`src/rtl/mem_arb_pkg.sv`:
```
// mem_arb_pkg: shared FSM states, requester IDs and default widths for mem_arbiter
package mem_arb_pkg;
  localparam int ADDR_W_DEF      = 32;
  localparam int DATA_W_DEF      = 32;
  localparam int TIMEOUT_CYC_DEF = 255;
  typedef enum logic [1:0] {IDLE, BUSY_IF, BUSY_LS, RESP} state_t;
  typedef enum logic {REQ_IF, REQ_LS} req_t;
endpackage

```
`src/rtl/mem_arb_watchdog.sv`:
```
// mem_arb_watchdog: loadable down-counter; expired is high on the TIMEOUT_CYC-th enabled cycle after load
module mem_arb_watchdog #(
  parameter int TIMEOUT_CYC = 255
) (
  input  logic clk,
  input  logic rst,
  input  logic load,
  input  logic en,
  output logic expired
);
  localparam int W = $clog2(TIMEOUT_CYC + 1);
  logic [W-1:0] cnt;
  always_ff @(posedge clk or posedge rst)
    if (rst) cnt <= '0;
    else if (load) cnt <= W'(TIMEOUT_CYC - 1);
    else if (en && cnt != '0) cnt <= cnt - 1'b1;
  assign expired = en && cnt == '0;
endmodule

```
`src/rtl/mem_arbiter.sv`:
```
// mem_arbiter: shares one RAM port between fetch (iIF_*) and load/store (iLS_*), one transaction at a time; oRAM_* are registered strobes, oIF_*/oLS_* return a done pulse with latched data, oERR flags a watchdog timeout when MEM_ARB_TIMEOUT_EN is defined
module mem_arbiter
  import mem_arb_pkg::*;
#(
  parameter int ADDR_W      = ADDR_W_DEF,
  parameter int DATA_W      = DATA_W_DEF,
  parameter int TIMEOUT_CYC = TIMEOUT_CYC_DEF
) (
  input  logic                iCLK,
  input  logic                iRST,
  input  logic                iIF_CE,
  input  logic [ADDR_W-1:0]   iIF_ADDR,
  output logic                oIF_DONE,
  output logic [DATA_W-1:0]   oIF_DATA,
  input  logic                iLS_CE,
  input  logic                iLS_RD,
  input  logic                iLS_WR,
  input  logic [DATA_W/8-1:0] iLS_WSTRB,
  input  logic [ADDR_W-1:0]   iLS_ADDR,
  input  logic [DATA_W-1:0]   iLS_DATA,
  output logic                oLS_DONE,
  output logic [DATA_W-1:0]   oLS_DATA,
  output logic                oRAM_CE,
  output logic                oRAM_RD,
  output logic                oRAM_WR,
  output logic [DATA_W/8-1:0] oRAM_WSTRB,
  output logic [ADDR_W-1:0]   oRAM_ADDR,
  output logic [DATA_W-1:0]   oRAM_DATA,
  input  logic [DATA_W-1:0]   iRAM_DATA,
  input  logic                iRAM_DONE,
  output logic                oERR
);
  state_t state, state_nxt;
  req_t last;
  logic busy, start, finish, ls_go, ls_store, expired, timed_out;
  // a simultaneous RD+WR counts as a store; neither set counts as a load
  assign ls_store  = iLS_WR | (iLS_RD & iLS_WR);
  assign busy      = state == BUSY_IF || state == BUSY_LS;
  assign start     = state == IDLE && state_nxt != IDLE;
  assign finish    = busy && state_nxt == RESP;
  assign ls_go     = state_nxt == BUSY_LS;
  assign timed_out = expired && !iRAM_DONE;
  always_comb begin
    state_nxt = state;
    case (state)
      IDLE:             state_nxt = iLS_CE && (!iIF_CE || last == REQ_IF) ? BUSY_LS : iIF_CE ? BUSY_IF : IDLE;
      BUSY_IF, BUSY_LS: state_nxt = iRAM_DONE || expired ? RESP : state;
      default:          state_nxt = IDLE;
    endcase
  end
  always_ff @(posedge iCLK or posedge iRST)
    if (iRST) begin
      state <= IDLE;
      last  <= REQ_IF;
    end else begin
      state <= state_nxt;
      if (start) last <= ls_go ? REQ_LS : REQ_IF;
    end
  always_ff @(posedge iCLK or posedge iRST)
    if (iRST) begin
      oRAM_CE    <= 1'b0;
      oRAM_RD    <= 1'b0;
      oRAM_WR    <= 1'b0;
      oRAM_WSTRB <= '0;
      oRAM_ADDR  <= '0;
      oRAM_DATA  <= '0;
      oIF_DONE   <= 1'b0;
      oLS_DONE   <= 1'b0;
      oIF_DATA   <= '0;
      oLS_DATA   <= '0;
    end else begin
      oIF_DONE <= finish && state == BUSY_IF;
      oLS_DONE <= finish && state == BUSY_LS;
      if (start) begin
        oRAM_CE    <= 1'b1;
        oRAM_RD    <= !(ls_go && ls_store);
        oRAM_WR    <= ls_go && ls_store;
        oRAM_WSTRB <= ls_go && ls_store ? iLS_WSTRB : '0;
        oRAM_ADDR  <= ls_go ? iLS_ADDR : iIF_ADDR;
        oRAM_DATA  <= ls_go && ls_store ? iLS_DATA : '0;
      end else if (finish) begin
        oRAM_CE    <= 1'b0;
        oRAM_RD    <= 1'b0;
        oRAM_WR    <= 1'b0;
        oRAM_WSTRB <= '0;
        oRAM_ADDR  <= '0;
        oRAM_DATA  <= '0;
        if (state == BUSY_IF) oIF_DATA <= timed_out ? '0 : iRAM_DATA;
        else oLS_DATA <= timed_out ? '0 : iRAM_DATA;
      end
    end
`ifdef MEM_ARB_TIMEOUT_EN
  mem_arb_watchdog #(.TIMEOUT_CYC(TIMEOUT_CYC)) u_wd (
    .clk(iCLK),
    .rst(iRST),
    .load(start),
    .en(busy),
    .expired(expired)
  );
  always_ff @(posedge iCLK or posedge iRST)
    if (iRST) oERR <= 1'b0;
    else oERR <= finish && timed_out;
`else
  assign expired = 1'b0;
  assign oERR    = 1'b0;
`endif
endmodule

```
`config.mk`:
```
export PLATFORM = sky130hd
export DESIGN_NAME = mem_arbiter
export DESIGN_NICKNAME = d
export VERILOG_FILES = /design/src/rtl/mem_arb_pkg.sv /design/src/rtl/mem_arb_watchdog.sv /design/src/rtl/mem_arbiter.sv
export SDC_FILE = /design/constraint.sdc
export NUM_CORES = 1
export LEC_CHECK = 0
export BUFFER_PORTS_ARGS = -buffer_cell sky130_fd_sc_hd__buf_4
export CELL_PAD_IN_SITES_DETAIL_PLACEMENT = 1
export CELL_PAD_IN_SITES_GLOBAL_PLACEMENT = 2
export CORE_AREA = 2 2 136 138
export DETAILED_ROUTE_END_ITERATION = 10
export DIE_AREA = 0 0 138 140
export MAX_ROUTING_LAYER = met4
export PLACE_DENSITY_LB_ADDON = 0.1
export SLEW_MARGIN = 20
export SYNTH_ARGS = -nofsm -noshare
export SYNTH_HDL_FRONTEND = slang
export SYNTH_HIERARCHICAL = 1
export SYNTH_SLANG_ARGS = --single-unit
```
`constraint.sdc`:
```
create_clock -name iCLK -period 14.1 [get_ports iCLK]
set_input_delay 2.115 -clock iCLK [delete_from_list [all_inputs] [get_ports iCLK]]
set_output_delay 2.115 -clock iCLK [all_outputs]
set_load 0.03 [all_outputs]
```
==> impl_metrics.py <==
metrics = {
    "finish": {
        "fin_util_pct": 46.6,
        "nets": 782,
        "fill_cells": 1869,
        "syn_to_final_growth_pct": 51.6,
        "regArea_um2": 3500,
        "fin_cells": 880,
        "antenna_cells": 0,
        "multi_input_area_um2": 1820,
        "final_design_area_no_fill_um2": 8290,
        "layout-drive-gt1-share_pct": 57.5,
    },
    "floorplan": {
        "io-pin-count": 277,
        "start_util_pct": 30.8,
        "coreArea_um2": 17800,
        "die_area_um2": 19300,
        "die_x_um": 138,
        "die_h_um": 140,
        "rows": 49,
    },
    "logic_synthesis": {
        "syn_inst": 368,
        "yosysMostFrequentCell": "dfrtp_1",
        "ys_ff_latch": 140,
        "yosys_warnings": 6,
        "synth_area_leaders": "dfrtp_1 (64%), mux2_2 (11%), a22o_1 (5.8%)",
        "synth.top_cell.area_share_pct": 64.1,
        "synth.yosys.seq_area_share_pct": 64.1,
        "synth_top_area_cell": "dfrtp_1",
        "synth_area_um2": 5470,
        "synth_common_cells": "dfrtp_1 (140), mux2_2 (55), a22o_1 (36)",
        "async_flop_share_pct": 100,
        "synth_fp_nets": 511,
        "syn_avg_cell_area_um2": 14.9,
        "synthFlopType": "dfrtp_1",
        "yosysUniqueCellTypes": 31,
        "synth_edf_count": 0,
    },
    "sta": {
        "rsz0062_at_grt": "no",
        "fin_hold_ws_ps": 487,
        "timing.final.max_slew_violations": 0,
        "tns_ps": 0,
        "timing.final.ws_setup_ps": 10030,
        "finalCritPeriodShare_pct": 28.9,
        "max_freq_ghz": 0.245,
        "setup_viol": 0,
        "tightest_slew_ps": 926,
        "final_hold_viol_count": 0,
        "max_slew_margin_pct": 37.9,
        "clock_skew_ps": 5.41,
        "period_minus_slack_ps": 4070,
    },
    "route": {
        "wl_per_cell_um": 18.3,
        "postRouteAntennaNets": 0,
        "vias": 4239,
        "vias_per_cell": 4.82,
        "dr.pass1.iters": 4,
        "drc_errors": 0,
        "routed_wl_um": 16100,
        "drt_iter0_drc": 159,
    },
    "clocking": {
        "clock_latency_ps": 410,
        "postCtsSetupBuffers": 0,
        "post_cts_resized": 0,
        "cts_root_buffer": "clkbuf_16",
        "cts_tree": "done",
        "cts_buffers": 17,
        "cts_buffer_depth": 2,
        "cts.clk_slew.worst_paths_ps": 60,
        "hold_buffers": 0,
        "cts.htree.levels": 4,
        "cts.sinks": 140,
    },
    "min_path": {
        "min_path_type": "reg2reg",
    },
    "grt": {
        "grt_max_degree": 76,
        "overflow": 0,
        "use_met2_pct": 28.9,
        "antenna_found_initial": 0,
        "globalRouteTotalUtil_pct": 17.3,
        "grtUsageMet1_pct": 20.2,
        "first_global_vias": 4690,
        "busiest_layer": "met2",
        "grt_first_pass_wirelength_um": 25600,
        "grtUsageMet3_pct": 5.54,
    },
    "placed_design": {
        "pre_cts_ws_ps": 9550,
        "gp_congestion": 0.783,
        "hpwl_um": 11500,
        "port_buffers": 274,
        "place_area_um2": 7730,
        "place_inst": 849,
    },
    "worst_setup_path": {
        "path_depth": 6,
        "critPathMaxFanout": 32,
        "critPathLaunchType": "primary input",
        "ff2ff_path_depth": 8,
        "r2r-end": "oRAM_WSTRB[0]",
        "crit_type": "in2reg",
        "crit_family": "simple AND/OR/NAND/NOR gates",
        "crit_chain": "buf_4 -> nor2b_1 -> o21a_2 -> nor4b_4 -> nand3b_2 -> mux2_2",
        "crit_path_end": "oLS_DATA[16]",
        "slowest_stage": "nand3b_2",
        "crit_required_ps": 14390,
        "cp-startpoint": "iLS_CE",
        "r2r_slack_ps": 11040,
        "critPathArrivalTime_ps": 4360,
        "r2r_start": "state[0]",
        "critPathMaxStageDelay_ps": 750,
        "path_buf_inv": 1,
        "crit_path_end_kind": "flop",
    },
    "pwr": {
        "vdd_drop_max_uv": 136,
        "comb_power_share_pct": 51.3,
        "p_total_mw": 2.23,
        "p_seq_share_pct": 29.6,
        "clockPowerShare_pct": 19.1,
        "p_sw_mw": 0.956,
        "power.internal_mw": 1.28,
        "power_density_nw_per_um2": 269,
        "p_sw_share_pct": 42.8,
        "leakagePower_nw": 4.15,
    },
    "run": {
        "maxCapViolCount": 0,
    },
    "run_status": {
        "status": "finished clean",
    },
}
## worst register-to-register path: cells and delay by family, from the launching register on
| family | cells | cell delay (ps) |
|---|---|---|
| compound gates | 2 | 430 |
| simple gates | 2 | 830 |
| flops | 1 | 390 |
| buf+inv | 3 | 1060 |
| fa+ha+maj | 1 | 270 |
## power by group through the flow
stage,combinational [mW],sequential [mW],clock (mW)
6_report,1.15,0.661,0.426
5_1_grt,1.22,0.684,0.460
3_5_place_dp,1.16,0.665,0
3_3_place_gp,1.14,0.658,0
4_1_cts,1.16,0.662,0.442
2_1_floorplan,0.425,0.967,0
## cell families (layout without fill, tap and decap cells)
logic type      Yosys count  after routing  share of synthesized area (%)
compound gates          110            110                           16.8
fa+ha+maj                 4              4                          0.915
buf+inv                  32            315                           2.93
flops                   140            140                           64.1
mux                      64             64                           13.2
other cells               1              1                         0.0686
simple gates             17             17                           2.06
## metal layers
| layer | share of wire [%] | up-vias |
|---|---|---|
| li1 | - | 1924 |
| met1 | 43 | 2134 |
| met2 | 50 | 166 |
| met3 | 6.5 | 15 |
| met4 | 1.3 | 0 |
| met5 | 0 | - |
## area by class of cell
type                       count  share of cell area [%]
tap                          229                    3.46
sequential                   140                    42.3
clock inverter                12                    1.49
timing repair buffer         281                    25.4
multi-input combinational    196                    21.9
inverter                       3                   0.196
clock buffer                  19                    5.22
## cells in the final DEF, fill, tap and decap left out, types with 2 or more instances in the layout
cell	n
a21o_1	2
a21oi_1	2
a22o_1	36
a22oi_1	32
and2_1	2
and3_1	2
buf_4	281
bufinv_16	2
clkbuf_1	2
clkbuf_16	17
clkinv_2	5
clkinvlp_4	4
dfrtp_1	140
ha_1	4
inv_1	2
inv_6	2
mux2_1	9
mux2_2	55
nand2_1	2
nor2_1	4
o2bb2ai_1	32
## how the worst min path moves through the flow
| stage | start | endpoint | cells after the start |
|---|---|---|---|
| CTS | oRAM_ADDR[10] | oRAM_ADDR[10] | 1 |
| global route | oRAM_ADDR[19] | oRAM_ADDR[19] | 1 |
| finish | oRAM_ADDR[10] | oRAM_ADDR[10] | 1 |
| detailed placement | oRAM_WR | oRAM_WR | 1 |
| global placement | oRAM_WR | oRAM_WR | 1 |
| floorplan | last | last | 1 |
## flip-flops by register name (all words and copies together), names as in the netlist
| signal | count |
|---|---|
| oIF_DATA | 32 |
| oLS_DATA | 32 |
| oRAM_ADDR | 32 |
| oRAM_DATA | 32 |
| oRAM_WSTRB | 4 |
| state | 2 |
| last | 1 |
| oIF_DONE | 1 |
| oLS_DONE | 1 |
| oRAM_CE | 1 |
| oRAM_RD | 1 |
| oRAM_WR | 1 |
No activity file was read; power rests on OpenSTA's default activity.
